===== config.mk =====
export PLATFORM = sky130hd
export DESIGN_NAME = sm_accumulator
export DESIGN_NICKNAME = d
export VERILOG_FILES = /design/src/rtl/sm_accumulator.sv
export SDC_FILE = /design/constraint.sdc
export NUM_CORES = 1
export LEC_CHECK = 0
export BUFFER_PORTS_ARGS = -buffer_cell sky130_fd_sc_hd__clkbuf_2
export CAP_MARGIN = 20
export CORE_ASPECT_RATIO = 2
export CORE_MARGIN = 1.5
export CORE_UTILIZATION = 55
export DETAILED_ROUTE_END_ITERATION = 16
export GPL_ROUTABILITY_DRIVEN = 0
export GPL_TIMING_DRIVEN = 0
export PLACE_DENSITY = 0.79
export SETUP_SLACK_MARGIN = 0.4
export SYNTH_ARGS = -nofsm -noshare
export SYNTH_HDL_FRONTEND = slang
export SYNTH_SLANG_ARGS = --single-unit

===== constraint.sdc =====
create_clock -name i_clk -period 3.6 [get_ports i_clk]
set_input_delay 0.72 -clock i_clk [delete_from_list [all_inputs] [get_ports i_clk]]
set_output_delay 0.72 -clock i_clk [all_outputs]
set_load 0.005 [all_outputs]

===== src/rtl/sm_accumulator.sv =====
// Sign-magnitude integrate-and-dump accumulator: convert, count at the input,
// saturating accumulate in stage 2, and dump with a one-cycle strobe.
module sm_accumulator #(
    parameter int IN_WIDTH    = 3,
    parameter int ACC_WIDTH   = 16,
    parameter int COUNT_WIDTH = 10
) (
    input  logic                   i_clk,
    input  logic                   i_reset,
    input  logic                   i_start,
    input  logic [COUNT_WIDTH-1:0] i_dump_length,
    input  logic                   i_sample_valid,
    input  logic [IN_WIDTH-1:0]    i_sample,
    output logic [ACC_WIDTH-1:0]   o_accumulator,
    output logic                   o_dump_valid,
    output logic                   o_overflow,
    output logic                   o_busy
);

    typedef enum logic {S_IDLE, S_RUN} state_t;

    state_t                 r_state, w_state_nxt;
    logic [COUNT_WIDTH-1:0] r_len, r_count;
    logic                   r_s1_vld, r_s1_last;
    logic [ACC_WIDTH-1:0]   r_s1_x, r_sum;
    logic                   r_flag;

    logic                   w_start_go, w_accept, w_last;
    logic [COUNT_WIDTH-1:0] w_len_eff, w_cnt_base, w_cnt_inc;
    logic [ACC_WIDTH-1:0]   w_mag, w_x, w_sat;
    logic [ACC_WIDTH:0]     w_sum;
    logic                   w_pos_clamp, w_neg_clamp, w_clamp;

    always_ff @(posedge i_clk) begin
        if (i_reset) r_state <= S_IDLE;
        else         r_state <= w_state_nxt;
    end

    always_comb begin
        w_state_nxt = r_state;
        if (i_start)
            w_state_nxt = (i_dump_length != '0) ? S_RUN : S_IDLE;
    end

    assign o_busy = (r_state == S_RUN);

    // A start cycle opens the new period, so its sample counts against the new length.
    assign w_start_go = i_start && (i_dump_length != '0);
    assign w_accept   = i_sample_valid && (w_start_go || (r_state == S_RUN && !i_start));
    assign w_len_eff  = w_start_go ? i_dump_length : r_len;
    assign w_cnt_base = i_start ? '0 : r_count;
    assign w_cnt_inc  = w_cnt_base + 1'b1;
    assign w_last     = w_accept && (w_cnt_inc == w_len_eff);

    always_ff @(posedge i_clk) begin
        if (i_reset) begin
            r_len   <= '0;
            r_count <= '0;
        end else begin
            if (w_start_go) r_len <= i_dump_length;
            r_count <= w_accept ? (w_last ? '0 : w_cnt_inc) : w_cnt_base;
        end
    end

    // Negative zero falls out naturally: -0 == 0.
    assign w_mag = {{(ACC_WIDTH-IN_WIDTH+1){1'b0}}, i_sample[IN_WIDTH-2:0]};
    assign w_x   = i_sample[IN_WIDTH-1] ? (~w_mag + 1'b1) : w_mag;

    always_ff @(posedge i_clk) begin
        if (i_reset) begin
            r_s1_vld  <= 1'b0;
            r_s1_last <= 1'b0;
            r_s1_x    <= '0;
        end else begin
            r_s1_vld  <= w_accept;
            r_s1_last <= w_last;
            r_s1_x    <= w_x;
        end
    end

    // One guard bit: the top two sum bits disagree exactly when the result leaves range.
    assign w_sum       = {r_sum[ACC_WIDTH-1], r_sum} + {r_s1_x[ACC_WIDTH-1], r_s1_x};
    assign w_pos_clamp = !w_sum[ACC_WIDTH] &&  w_sum[ACC_WIDTH-1];
    assign w_neg_clamp =  w_sum[ACC_WIDTH] && !w_sum[ACC_WIDTH-1];
    assign w_clamp     = w_pos_clamp || w_neg_clamp;
    assign w_sat       = w_pos_clamp ? {1'b0, {(ACC_WIDTH-1){1'b1}}} :
                         w_neg_clamp ? {1'b1, {(ACC_WIDTH-1){1'b0}}} :
                                       w_sum[ACC_WIDTH-1:0];

    always_ff @(posedge i_clk) begin
        if (i_reset) begin
            r_sum         <= '0;
            r_flag        <= 1'b0;
            o_accumulator <= '0;
            o_overflow    <= 1'b0;
            o_dump_valid  <= 1'b0;
        end else begin
            o_dump_valid <= 1'b0;
            if (i_start) begin
                // Squash the stage-1 entry: the old period never dumps.
                r_sum  <= '0;
                r_flag <= 1'b0;
            end else if (r_s1_vld) begin
                if (r_s1_last) begin
                    o_accumulator <= w_sat;
                    o_overflow    <= r_flag || w_clamp;
                    o_dump_valid  <= 1'b1;
                    r_sum         <= '0;
                    r_flag        <= 1'b0;
                end else begin
                    r_sum  <= w_sat;
                    r_flag <= r_flag || w_clamp;
                end
            end
        end
    end

endmodule


* After elaboration in Yosys (flattened, before gate mapping)
Index checks and enable logic that the tools add are counted.
** Word-level totals
- Flip-flop bits (word level) :: 74
- Input port bits :: 17
- Output and inout port bits :: 19
- Word-level logic and storage cells :: 48
** Cells by class
- $add $sub $neg :: 3
- Eq/ne operators :: 1
- Mux-type cells :: 11
- Bitwise logic cells :: 4
- Reduce and logical (&&, ||, !) cells :: 17
** Operator list (count)
- $mux W16 :: 3
- $mux W10 :: 4
- $add A16 B16 Y17 :: 1
- $add A16 B1 Y16 const B :: 1
- $not A2 Y16 :: 1
- $add A10 B1 Y10 const B :: 1
- $eq A10 B10 Y1 :: 1
- $reduce_bool A10 Y1 :: 1
- $logic_and A1 B1 Y1 :: 6
- $reduce_or A2 Y1 :: 2
- $logic_not A1 Y1 :: 3
- $logic_or A1 B1 Y1 :: 3
- $mux W1 :: 3
- $not A1 Y1 :: 3
- $reduce_and A3 Y1 :: 1
- $reduce_or A3 Y1 :: 1
- $mux W2 :: 1

* Longest topological paths before layout
Gate-level depths: netlist of run 1.
- Word-level depth :: 7
- Depth in mapped cells :: 16
- Gate-level depth less buffers :: 15

* Worst setup path before layout of run 1
Ideal clock, no wire load.
- Kind :: reg-to-reg
- Start :: register r_s1_x[14]
- End :: register r_sum[12]
- Setup time :: 0.084 ns
- Data arrival time :: 3.206 ns
- Required time :: 3.516 ns
- Setup slack :: 0.310 ns
- Cell stages (with the launch flop) :: 14
- Buffers on the path :: 1
- Cell sequence :: dfxtp_1 ha_1 o21ai_0 o21ai_0 nand2_1 o2111ai_1 a31oi_1 o21bai_1 xor2_1 ha_1 clkbuf_1 inv_1 or4_1 o221ai_1
** Between the ends
- Word-level cells in the longest chain between the ends :: 6
- Elaborated cells on any way between the ends :: 8
** RTL lines
- start, declared :: RTL line 25 : logic [ACC_WIDTH-1:0] r_s1_x, r_sum;
- start signal, assigned :: RTL line 77 : r_s1_x <= w_x;
- $add A16 B16 Y17 * :: RTL line 82 : assign w_sum = {r_sum[ACC_WIDTH-1], r_sum} + {r_s1_x[ACC_WIDTH-1], r_s1_x};
- $logic_not A1 Y1 :: RTL line 84 : assign w_neg_clamp = w_sum[ACC_WIDTH] && !w_sum[ACC_WIDTH-1];
- $logic_and A1 B1 Y1 :: RTL line 84
- $mux W16 :: RTL line 87 : w_neg_clamp ? {1'b1, {(ACC_WIDTH-1){1'b0}}} :
- $mux W16 * :: RTL line 86 : assign w_sat = w_pos_clamp ? {1'b0, {(ACC_WIDTH-1){1'b1}}} :
- $mux W16 * :: RTL line 104 : if (r_s1_last) begin
- end signal, assigned :: RTL line 111 : r_sum <= w_sat;
- end, declared :: RTL line 25
Mark *: on every way between the ends. The rest lies on a longest branch, timed or not.
A chain may end at the register's enable or synchronous reset.

* Worst setup path in the final report of run 1
- Start :: register r_s1_x[14]
- End :: register o_accumulator[14]
** Between the ends
- Word-level cells in the longest chain between the ends :: 5
- Elaborated cells on any way between the ends :: 7
** RTL lines
- $add A16 B16 Y17 * :: RTL line 82
- $logic_not A1 Y1 :: RTL line 84
- $logic_and A1 B1 Y1 :: RTL line 84
- $mux W16 :: RTL line 87
- $mux W16 * :: RTL line 86
- end signal, assigned :: RTL line 105 : o_accumulator <= w_sat;
- end, declared :: RTL line 14 : output logic [ACC_WIDTH-1:0] o_accumulator,
Marks and branches as above.

==> results of run 1 <==
worst max-delay path by stage:
| stage | start | end | slack, ns | depth (start not counted) |
|---|---|---|---|---|
| floorplan | r_sum[0] | r_sum[12] | 0.41 | 15 |
| global placement | i_start | r_count[6] | -0.48 | 13 |
| detailed placement | i_start | r_count[6] | -0.47 | 13 |
| CTS | r_s1_x[14] | o_accumulator[14] | 0.37 | 14 |
| global route | r_s1_x[14] | o_accumulator[14] | 0.32 | 14 |
| finish | r_s1_x[14] | o_accumulator[14] | 0.43 | 15 |
flip-flops by register name (all words and copies together), names as in the netlist:
signal / count
o_accumulator: 16
r_sum: 16
r_count: 10
r_len: 10
r_s1_x: 3
o_busy: 1
o_dump_valid: 1
o_overflow: 1
r_flag: 1
r_s1_last: 1
r_s1_vld: 1
what timing repair did:
item / CTS / global route
endpoints found under the setup margin: 41 / 40
setup buffers: 7 / 8
gates resized for setup: 41 / 44
pin swaps: 4 / 15
critical path, stage by stage (launching register included):
cell	delay (ns)
dfxtp_4	0.38
ha_1	0.29
buf_2	0.16
a21o_1	0.16
a21o_1	0.19
nand2_2	0.10
o2111ai_4	0.15
a31oi_1	0.23
o21bai_2	0.13
xnor2_1	0.19
ha_2	0.22
buf_4	0.11
nor4_1	0.04
a311o_1	0.36
nor3_4	0.23
a21oi_1	0.09
Yosys cell counts, types with 2 or more instances:
library cell   n
inv_1         13
clkbuf_1      14
a21oi_1       42
o22ai_1        2
a41oi_1        3
o31a_1         3
nand4b_4       2
buf_2          4
or3_1          3
a32oi_1        2
and2_1         3
o21a_1         5
mux2i_1        4
nor4_1         4
o21bai_1       3
and4_1         2
a21o_1         8
a221oi_1       2
xor2_1         8
nor4_4         2
xnor2_1        8
dfxtp_1       61
nand4_1        4
nor2b_1        8
buf_1          4
o21ai_0       30
nand2_1       52
nor3b_1        4
a31oi_1        6
and3_1         6
a211oi_1      11
nand2b_1       5
o21ai_1        5
ha_1          20
a22oi_1        3
o221ai_1       3
nor3_1        16
nand3_1       16
o31ai_1        2
nor2_1        41
metal layers:
| metal | part of all wire [%] | wire length [um] |
|---|---|---|
| met1 | 33 | 3936 |
| met2 | 54 | 6441 |
| met3 | 5.2 | 621 |
| met4 | 7.1 | 846 |
| met5 | 0 | 0 |
layout make-up:
cell class | count | area, um2 | share of cell area, %
Timing Repair Buffer | 49 | 282.8 | 6.054
Tap cell | 88 | 110.1 | 2.357
Multi-Input combinational cell | 362 | 2608 | 55.83
Inverter | 14 | 52.55 | 1.125
Sequential cell | 61 | 1225 | 26.23
Clock inverter | 1 | 5.005 | 0.1072
Buffer | 22 | 113.9 | 2.438
Clock buffer | 14 | 274.0 | 5.867
through the flow:
step	hold WS, ns	TNS (ns)	cells	worst slack [ns]
CTS	0.4613	0	603	0.3731
floorplan	0.4356	0	459	0.4115
detailed placement	0.4540	-7.665	581	-0.4723
global placement	0.4439	-6.456	581	-0.4847
finish	0.4609	0	611	0.4328
global route	0.4762	0	611	0.3222
cell usage in the layout, fill, tap and decap left out, types with 7 or more instances in the layout:
cell type and count:
dfxtp_1 60, nand2_1 49, a21oi_1 41, nor2_1 39
clkbuf_2 35, o21ai_0 28, buf_4 18, nand3_1 14
clkbuf_1 12, nor3_1 12, inv_1 11, ha_1 11
clkbuf_16 9, a21o_1 8, xor2_1 8, a211oi_1 8
xnor2_1 7
power groups by stage:
| stage | Clock, mW | Sequential [mW] | Combinational (mW) |
|---|---|---|---|
| 3_5_place_dp | 0 | 0.720 | 0.198 |
| 6_report | 0.807 | 0.706 | 0.238 |
| 2_1_floorplan | 0 | 0.716 | 0.139 |
| 5_1_grt | 0.842 | 0.707 | 0.257 |
| 3_3_place_gp | 0 | 0.719 | 0.192 |
| 4_1_cts | 0.817 | 0.706 | 0.216 |
logic make-up after synthesis:
kind of cell / after synthesis
flops: 61
fa+ha+maj: 21
mux: 5
simple gates: 176
xor+xnor: 16
compound gates: 144
buf+inv: 36
==> out/results.ini, run 1 <==
[status]
outcome = completed

[placed_design]
portBuffers = 34
hpwl_um = 8100
dpl_cell_area_um2 = 3964

[grt]
grtUsageMet2_pct = 56.92
grt_usage_pct = 33.00
grt_first_pass_wirelength_um = 17710
met3_usage_pct = 6.674
antenna_found_initial = 0
busiest_layer = met2
grt_util_met1_pct = 32.09
grt_max_degree = 12
grt_pass1_vias = 3711
overflow = 0

[yosys]
synth_edf_count = 0
yosysWarnings = 0
syn_inst = 459
synth_cell_types = 65
synth-xor-area-share_pct = 3.806
synthSimpleGateAreaFrac_pct = 25.31
synth_compound_area_share_pct = 25.18
synthMuxAreaShare_pct = 1.393
syn_avg_cell_area_um2 = 8.022
synth_top_cell_by_area = dfxtp_1
synth_nets = 497
synth_top_family_by_area = simple AND/OR/NAND/NOR gates
netlist_area_um2 = 3682
yosysTopAreaCellShare_pct = 33.16
ys_ff_latch = 61
synth.area.top_cells = dfxtp_1 (33%), ha_1 (6.8%), a21oi_1 (5.7%)
ys.flop_type = dfxtp_1
synth_adder_area_share_pct = 7.339
ys_seq_area_share_pct = 33.16
async_flop_share_pct = 0

[worst_setup_path]
r2r_slack_ns = 0.43
end_kind = flip-flop
cp.arrival_ns = 3.36
startpoint_type = flip-flop
rr_startpoint = r_s1_x[14]
critPathKind = flip-flop to flip-flop
cp_data_required_time_ns = 3.79
reg2reg_depth = 15
cp_max_fo = 7
rr_endpoint = o_accumulator[14]

[final_layout]
num-nets-final = 557
finish.utilization_pct = 71.10
drive_above_1_share_pct = 25.24
fillerInstances = 500
diodes = 0
areaGrowthSynthToFinish_pct = 26.84
fin_area_um2 = 4671

[sta]
fin_crit_sh_pct = 87.98
slew_headroom_pct = 51.87
tightest_slew_ns = 0.7220
report.final.setup_viol = 0
rsz0062_at_grt = yes
max_freq_ghz = 0.3157
min_period_ns = 3.167
slew_violations = 0
final_hold_viol_count = 0
finClkSkew_ns = 0.004894

[hold_path]
min_from = o_accumulator[6]
hold_depth = 2
hold_end = o_accumulator[6]
hold_path.class = flip-flop to flip-flop

[cts]
clock_sinks = 61
cts_tree = yes
clk_latency_ns = 0.33
cts_made_buffers = 9
cts_hold_buffers = 0
clk_pin_slew_worst_paths_ns = 0.05
cts_root_buffer = clkbuf_16
htree_levels = 3
clock_path_buffers = 2

[drt]
drtAntennaViolNets = 0
wl_per_cell_um = 19.39
vias = 3879
initialDrtViolationCount = 263
dr.pass1.iters = 5
wl_um = 11850
post_drt_via_cell_ratio = 6.349
post-route-drc-count = 0

[power_and_ir_drop]
p_total_mw = 1.752
power.density_nw_per_um2 = 375.0
intPower_mw = 1.300
pwr-share-comb_pct = 13.6
swShare_pct = 25.77
vdd_ir_drop_max_mv = 0.2661
p_sw_mw = 0.4514
p_seq_share_pct = 40.3
pwr-share-clk_pct = 46.1
total_leakage_power_nw = 1.852

[floorplanning]
core_um2 = 6569
num_rows = 42
die_area_um2 = 7224
die_h_um = 118.7
num_io_pins = 36
die_w_um = 60.86
initial_core_util_pct = 56.06

[job]
drv_cap = 0

(Power assumes the default switching activity.)
==> run 2: changes to the inputs <==
- RECOVER_POWER: not set -> 50
==> out/results.ini, run 2 (synthesis results as in run 1) <==
[sta]
tightest_slew_ns = 0.7406  ; +0.01860 ns
max_freq_ghz = 0.3032  ; -4.0%
min_period_ns = 3.298  ; +0.1310 ns
finClkSkew_ns = 0.004715  ; -0.0001785 ns
slew_violations = 0  ; unchanged
slew_headroom_pct = 50.63  ; -1.2 points
final_hold_viol_count = 0  ; unchanged
report.final.setup_viol = 0  ; unchanged
holdWs_ns = 0.4613  ; +0.0003830 ns
rsz0062_at_grt = yes
fin_crit_sh_pct = 91.62  ; +3.6 points

[power_and_ir_drop]
total_leakage_power_nw = 1.807  ; -2.5%
power.density_nw_per_um2 = 377.1  ; +0.56%
p_total_mw = 1.748  ; -0.20%
vdd_ir_drop_max_mv = 0.2665  ; +0.15%

[grt]
grt_first_pass_wirelength_um = 17710  ; unchanged
overflow = 0  ; unchanged
grt_usage_pct = 33.00  ; unchanged
grt_pass1_vias = 3711  ; unchanged
antenna_found_initial = 0  ; unchanged
grt_max_degree = 12  ; unchanged

[cts]
cts_made_buffers = 9  ; unchanged
cts_tree = yes
clock_sinks = 61  ; unchanged
htree_levels = 3  ; unchanged
cts_root_buffer = clkbuf_16
clock_path_buffers = 2  ; unchanged
clk_latency_ns = 0.33  ; about the same
clk_pin_slew_worst_paths_ns = 0.05  ; about the same

[final_layout]
areaGrowthSynthToFinish_pct = 25.89
drive_above_1_share_pct = 22.75  ; -2.5 points
layout_common_cells = dfxtp_1 (60), nand2_1 (49), a21oi_1 (41), nor2_1 (39), o21ai_0 (28)
diodes = 0  ; unchanged
layout_commonest_cell = dfxtp_1
reg.largest.list = o_accumulator (16), r_sum (16)
seq_area_um2 = 1225  ; unchanged
fillerInstances = 507  ; +1.4%
num-nets-final = 557  ; unchanged
multi_input_area_um2 = 2586  ; -0.82%

[drt]
vias = 3901  ; +0.57%
wl_per_cell_um = 19.44  ; +0.24%
wl_um = 11880  ; +0.24%
post-route-drc-count = 0  ; unchanged
drtAntennaViolNets = 0  ; unchanged
dr.pass1.iters = 5  ; unchanged
post_drt_via_cell_ratio = 6.385  ; +0.57%
initialDrtViolationCount = 246  ; -6.5%

[floorplanning]
initial_core_util_pct = 56.06  ; unchanged
num_io_pins = 36  ; unchanged
die_h_um = 118.7  ; unchanged
num_rows = 42  ; unchanged
die_w_um = 60.86  ; unchanged
core_um2 = 6569  ; unchanged
die_area_um2 = 7224  ; unchanged

[status]
outcome = completed

[placed_design]
hpwl_um = 8100  ; unchanged
portBuffers = 34  ; unchanged

[worst_setup_path]
cp.arrival_ns = 3.49  ; +0.13 ns
cp_max_fo = 7  ; unchanged
cp_data_required_time_ns = 3.79  ; about the same
reg2reg_depth = 14  ; -1
rr_startpoint = r_s1_x[14]
startpoint = r_s1_x[14]
end_kind = flip-flop
startpoint_type = flip-flop
critPathKind = flip-flop to flip-flop

[hold_path]
hold_path.class = flip-flop to flip-flop
hold_depth = 2  ; unchanged
min_from = o_accumulator[6]

[job]
drv_cap = 0  ; unchanged

run 2: cell types whose count changed in the layout (fill, tap and decap cells not counted), sizes merged:
cell / previous run / this run
clkbuf: 61 / 63
buf: 24 / 22
run 2: area by class of cell:
class | instances | share of cell area, %
Tap cell | 88 | 2.375
Timing Repair Buffer | 49 | 5.830
Inverter | 14 | 1.134
Buffer | 22 | 2.429
Sequential cell | 61 | 26.42
Clock inverter | 1 | 0.1080
Multi-Input combinational cell | 362 | 55.79
Clock buffer | 14 | 5.911
run 2: metrics by stage:
step | util [%] | TNS, ns | setup slack, ns | area (um2) | cells
3_3_place_gp | 60.34 | -6.456 | -0.4847 | 3964 | 581
3_5_place_dp | 60.34 | -7.665 | -0.4723 | 3964 | 581
6_report | 70.57 | 0 | 0.3017 | 4636 | 611
5_1_grt | 70.57 | 0 | 0.1748 | 4636 | 611
2_1_floorplan | - | 0 | 0.4115 | 3684 | 459
4_1_cts | 67.87 | 0 | 0.3731 | 4458 | 603
run 2: worst paths after layout:
path / to / slack (ns)
setup / recovery: o_accumulator[14] / 0.30
hold / removal: o_accumulator[6] / 0.46
setup reg to reg: o_accumulator[14] / 0.30
hold reg to reg: o_accumulator[6] / 0.46
run 2: power breakdown:
part / internal, mW / total, mW / switching, mW
combinational: 0.0913 / 0.237 / 0.146
sequential: 0.691 / 0.706 / 0.0154
clock: 0.517 / 0.804 / 0.287
run 2: what timing repair did:
action | CTS | global route
hold buffers | 0 | 0
pin swaps | 4 | 15
buffers inserted | 7 | 8
resized for setup | 41 | 44
endpoints found under the setup margin | 41 | 40
endpoints found under the hold margin | 0 | 0
cloned | 0 | 0
run 2: worst max-delay path, cell delays in order (launching register included):
cell and delay [ns]:
dfxtp_4 0.38, buf_4 0.18, ha_2 0.35, o21a_2 0.19
nand2_2 0.07, o2111ai_1 0.31, a31oi_1 0.15, o21bai_1 0.29
xnor2_1 0.17, ha_2 0.22, buf_4 0.11, nor4_1 0.04
a311o_1 0.36, nor3_4 0.24, a21oi_1 0.09
run 2: metal layers:
metal | up-vias | part of all wire (%) | wire length, um | global-route usage (%)
met5 | - | 0 | 0 | 0
met4 | 0 | 6.8 | 808 | 24.46
met3 | 62 | 6.0 | 718 | 6.674
met2 | 201 | 54 | 6429 | 56.92
met1 | 1833 | 33 | 3919 | 32.09
li1 | 1805 | - | - | -
==> run 3: changes to the inputs <==
- BUFFER_PORTS_ARGS: -buffer_cell sky130_fd_sc_hd__clkbuf_2 -> not set
- CORE_UTILIZATION: 55 -> 35
- DONT_BUFFER_PORTS: not set -> 1
- PLACE_DENSITY: 0.79 -> 0.48
==> out/results.ini, run 3 (synthesis results as in run 1) <==
[status]
outcome = completed

[cts]
clock_sinks = 61  ; unchanged
cts_hold_buffers = 0  ; unchanged
cts_root_buffer = clkbuf_16
htree_levels = 3  ; unchanged
clock_path_buffers = 2  ; unchanged
cts_tree = yes
clk_latency_ns = 0.34  ; about the same
clk_pin_slew_worst_paths_ns = 0.05  ; about the same
cts_made_buffers = 9  ; unchanged

[final_layout]
layout_commonest_cell = dfxtp_1
finish.utilization_pct = 44.61  ; -26 points
areaGrowthSynthToFinish_pct = 22.97
layout_common_cells = dfxtp_1 (58), nand2_1 (52), a21oi_1 (40), nor2_1 (39), o21ai_0 (28)
num-nets-final = 524  ; -5.9%
fillerInstances = 1054  ; +110%
diodes = 0  ; unchanged
reg.largest.list = o_accumulator (16), r_sum (16)
drive_above_1_share_pct = 19.39  ; -3.4 points
fin_cells = 625  ; +2.3%

[placed_design]
portBuffers = 0  ; -100%
dp_cells = 594  ; +2.2%
hpwl_um = 9279  ; +15%
dpl_worst_slack_ns = -0.4208  ; +0.05156 ns

[sta]
max_freq_ghz = 0.3101  ; +2.3%
final_hold_viol_count = 0  ; unchanged
holdWs_ns = 0.4624  ; +0.001190 ns
finClkSkew_ns = 0.005466  ; +0.0007509 ns
fin_setup_tns_ns = 0  ; unchanged
slew_violations = 0  ; unchanged
setup_slack_ns = 0.3755  ; +0.07373 ns
slew_headroom_pct = 28.71  ; -22 points
fin_crit_sh_pct = 89.57  ; -2.0 points
min_period_ns = 3.225  ; -0.07373 ns
tightest_slew_ns = 1.060  ; +0.3190 ns
rsz0062_at_grt = no
report.final.setup_viol = 0  ; unchanged

[worst_setup_path]
end_kind = flip-flop
cpMaxStageDelayCell = or4_4
path_cells = clkbuf_1 > buf_2 > buf_4 > nor2b_2 > ha_2 > nand2_1 > nor2_4 > o211a_1 > or4_4 > nand4b_4 > nor2_4 > nor4_1
max_stage_delay_ns = 0.43  ; +0.05 ns
startpoint_type = primary input
cp_common_cell = nor2_4
cp_max_fo = 10  ; +3
cp_data_required_time_ns = 3.80  ; about the same
worst-path-buf-inv = 3  ; +1
cp.arrival_ns = 3.42  ; -0.07 ns
critPathKind = primary input to flip-flop
cp_top_family = simple AND/OR/NAND/NOR gates

[drt]
post-route-drc-count = 0  ; unchanged
initialDrtViolationCount = 214  ; -13%
wl_per_cell_um = 19.88  ; +2.3%
post_drt_via_cell_ratio = 5.734  ; -10%
drtAntennaViolNets = 0  ; unchanged
vias = 3584  ; -8.1%
dr.pass1.iters = 4  ; -1
wl_um = 12430  ; +4.6%

[grt]
grt_pass1_vias = 3558  ; -4.1%
overflow = 0  ; unchanged
grt_first_pass_wirelength_um = 18960  ; +7.1%
grt_max_degree = 11  ; -1
antenna_found_initial = 0  ; unchanged
grt_usage_pct = 23.27  ; -9.7 points

[floorplanning]
core_um2 = 10150  ; +55%
num_rows = 52  ; +24%
die_area_um2 = 11180  ; +55%
initial_core_util_pct = 36.28  ; -20 points
die_w_um = 75.53  ; +24%
die_h_um = 148.1  ; +25%
num_io_pins = 36  ; unchanged

[power_and_ir_drop]
total_leakage_power_nw = 1.669  ; -7.6%
power.density_nw_per_um2 = 394.1  ; +4.5%
vdd_ir_drop_max_mv = 0.3230  ; +21%

[job]
drv_cap = 0  ; unchanged

[hold_path]
hold_path.class = flip-flop to flip-flop

-- run 3: final cells by class --
cell class,count,area (um2),share of cell area [%]
well taps,135,168.9,3.730
repair buffers,16,123.9,2.736
clock buffers,9,225.2,4.974
flip-flops and latches,61,1227,27.11
plain buffers,22,107.6,2.376
clock inverters,6,55.05,1.216
multi-input cells,362,2561,56.56
inverters,14,58.81,1.299
-- run 3: per-layer routing --
metal  global-route usage (%)  vias up  part of all wire, %
li1                         -     1747                    -
met1                    22.25     1701                   34
met2                    43.38       97                   58
met3                    3.523       39                  2.7
met4                    14.64        0                  5.5
met5                        0        -                    0
-- run 3: stage by stage --
step	power (mW)	cell area, um2
5_1_grt	1.852	4528
3_3_place_gp	0.9110	3852
4_1_cts	1.773	4354
3_5_place_dp	0.9126	3852
2_1_floorplan	0.8544	3684
6_report	1.785	4528
-- run 3: worst paths after layout --
path / start / end / slack (ns) / cells after the start
min: r_flag / o_overflow / 0.46 / 2
max reg2reg: r_s1_x[14] / o_accumulator[14] / 0.38 / 13
max: i_start / r_count[6] / 0.38 / 12
min reg2reg: r_flag / o_overflow / 0.46 / 2
-- run 3: where the power goes --
group | total, mW | internal, mW | leakage [nW] | switching [mW]
clock | 0.850 | 0.525 | 0.145 | 0.325
combinational | 0.227 | 0.0874 | 1.03 | 0.140
sequential | 0.707 | 0.690 | 0.497 | 0.0166
-- run 3: worst register-to-register path: stages, from the launching register on --
cell and delay [ns]:
dfxtp_4 0.40, ha_1 0.29, clkbuf_1 0.25, and3_1 0.22
nand3_1 0.08, o2111ai_1 0.29, a31oi_1 0.15, o21bai_2 0.22
xnor2_1 0.19, ha_4 0.20, inv_4 0.06, a311o_1 0.38
nor3_4 0.27, a21oi_2 0.09
-- run 3: timing repair --
action,4_1_cts,5_1_grt
gates resized for setup,40,40
cloned,0,0
pin swaps,7,16
buffers inserted,10,6
hold endpoints to repair,0,0
setup endpoints to repair,41,29
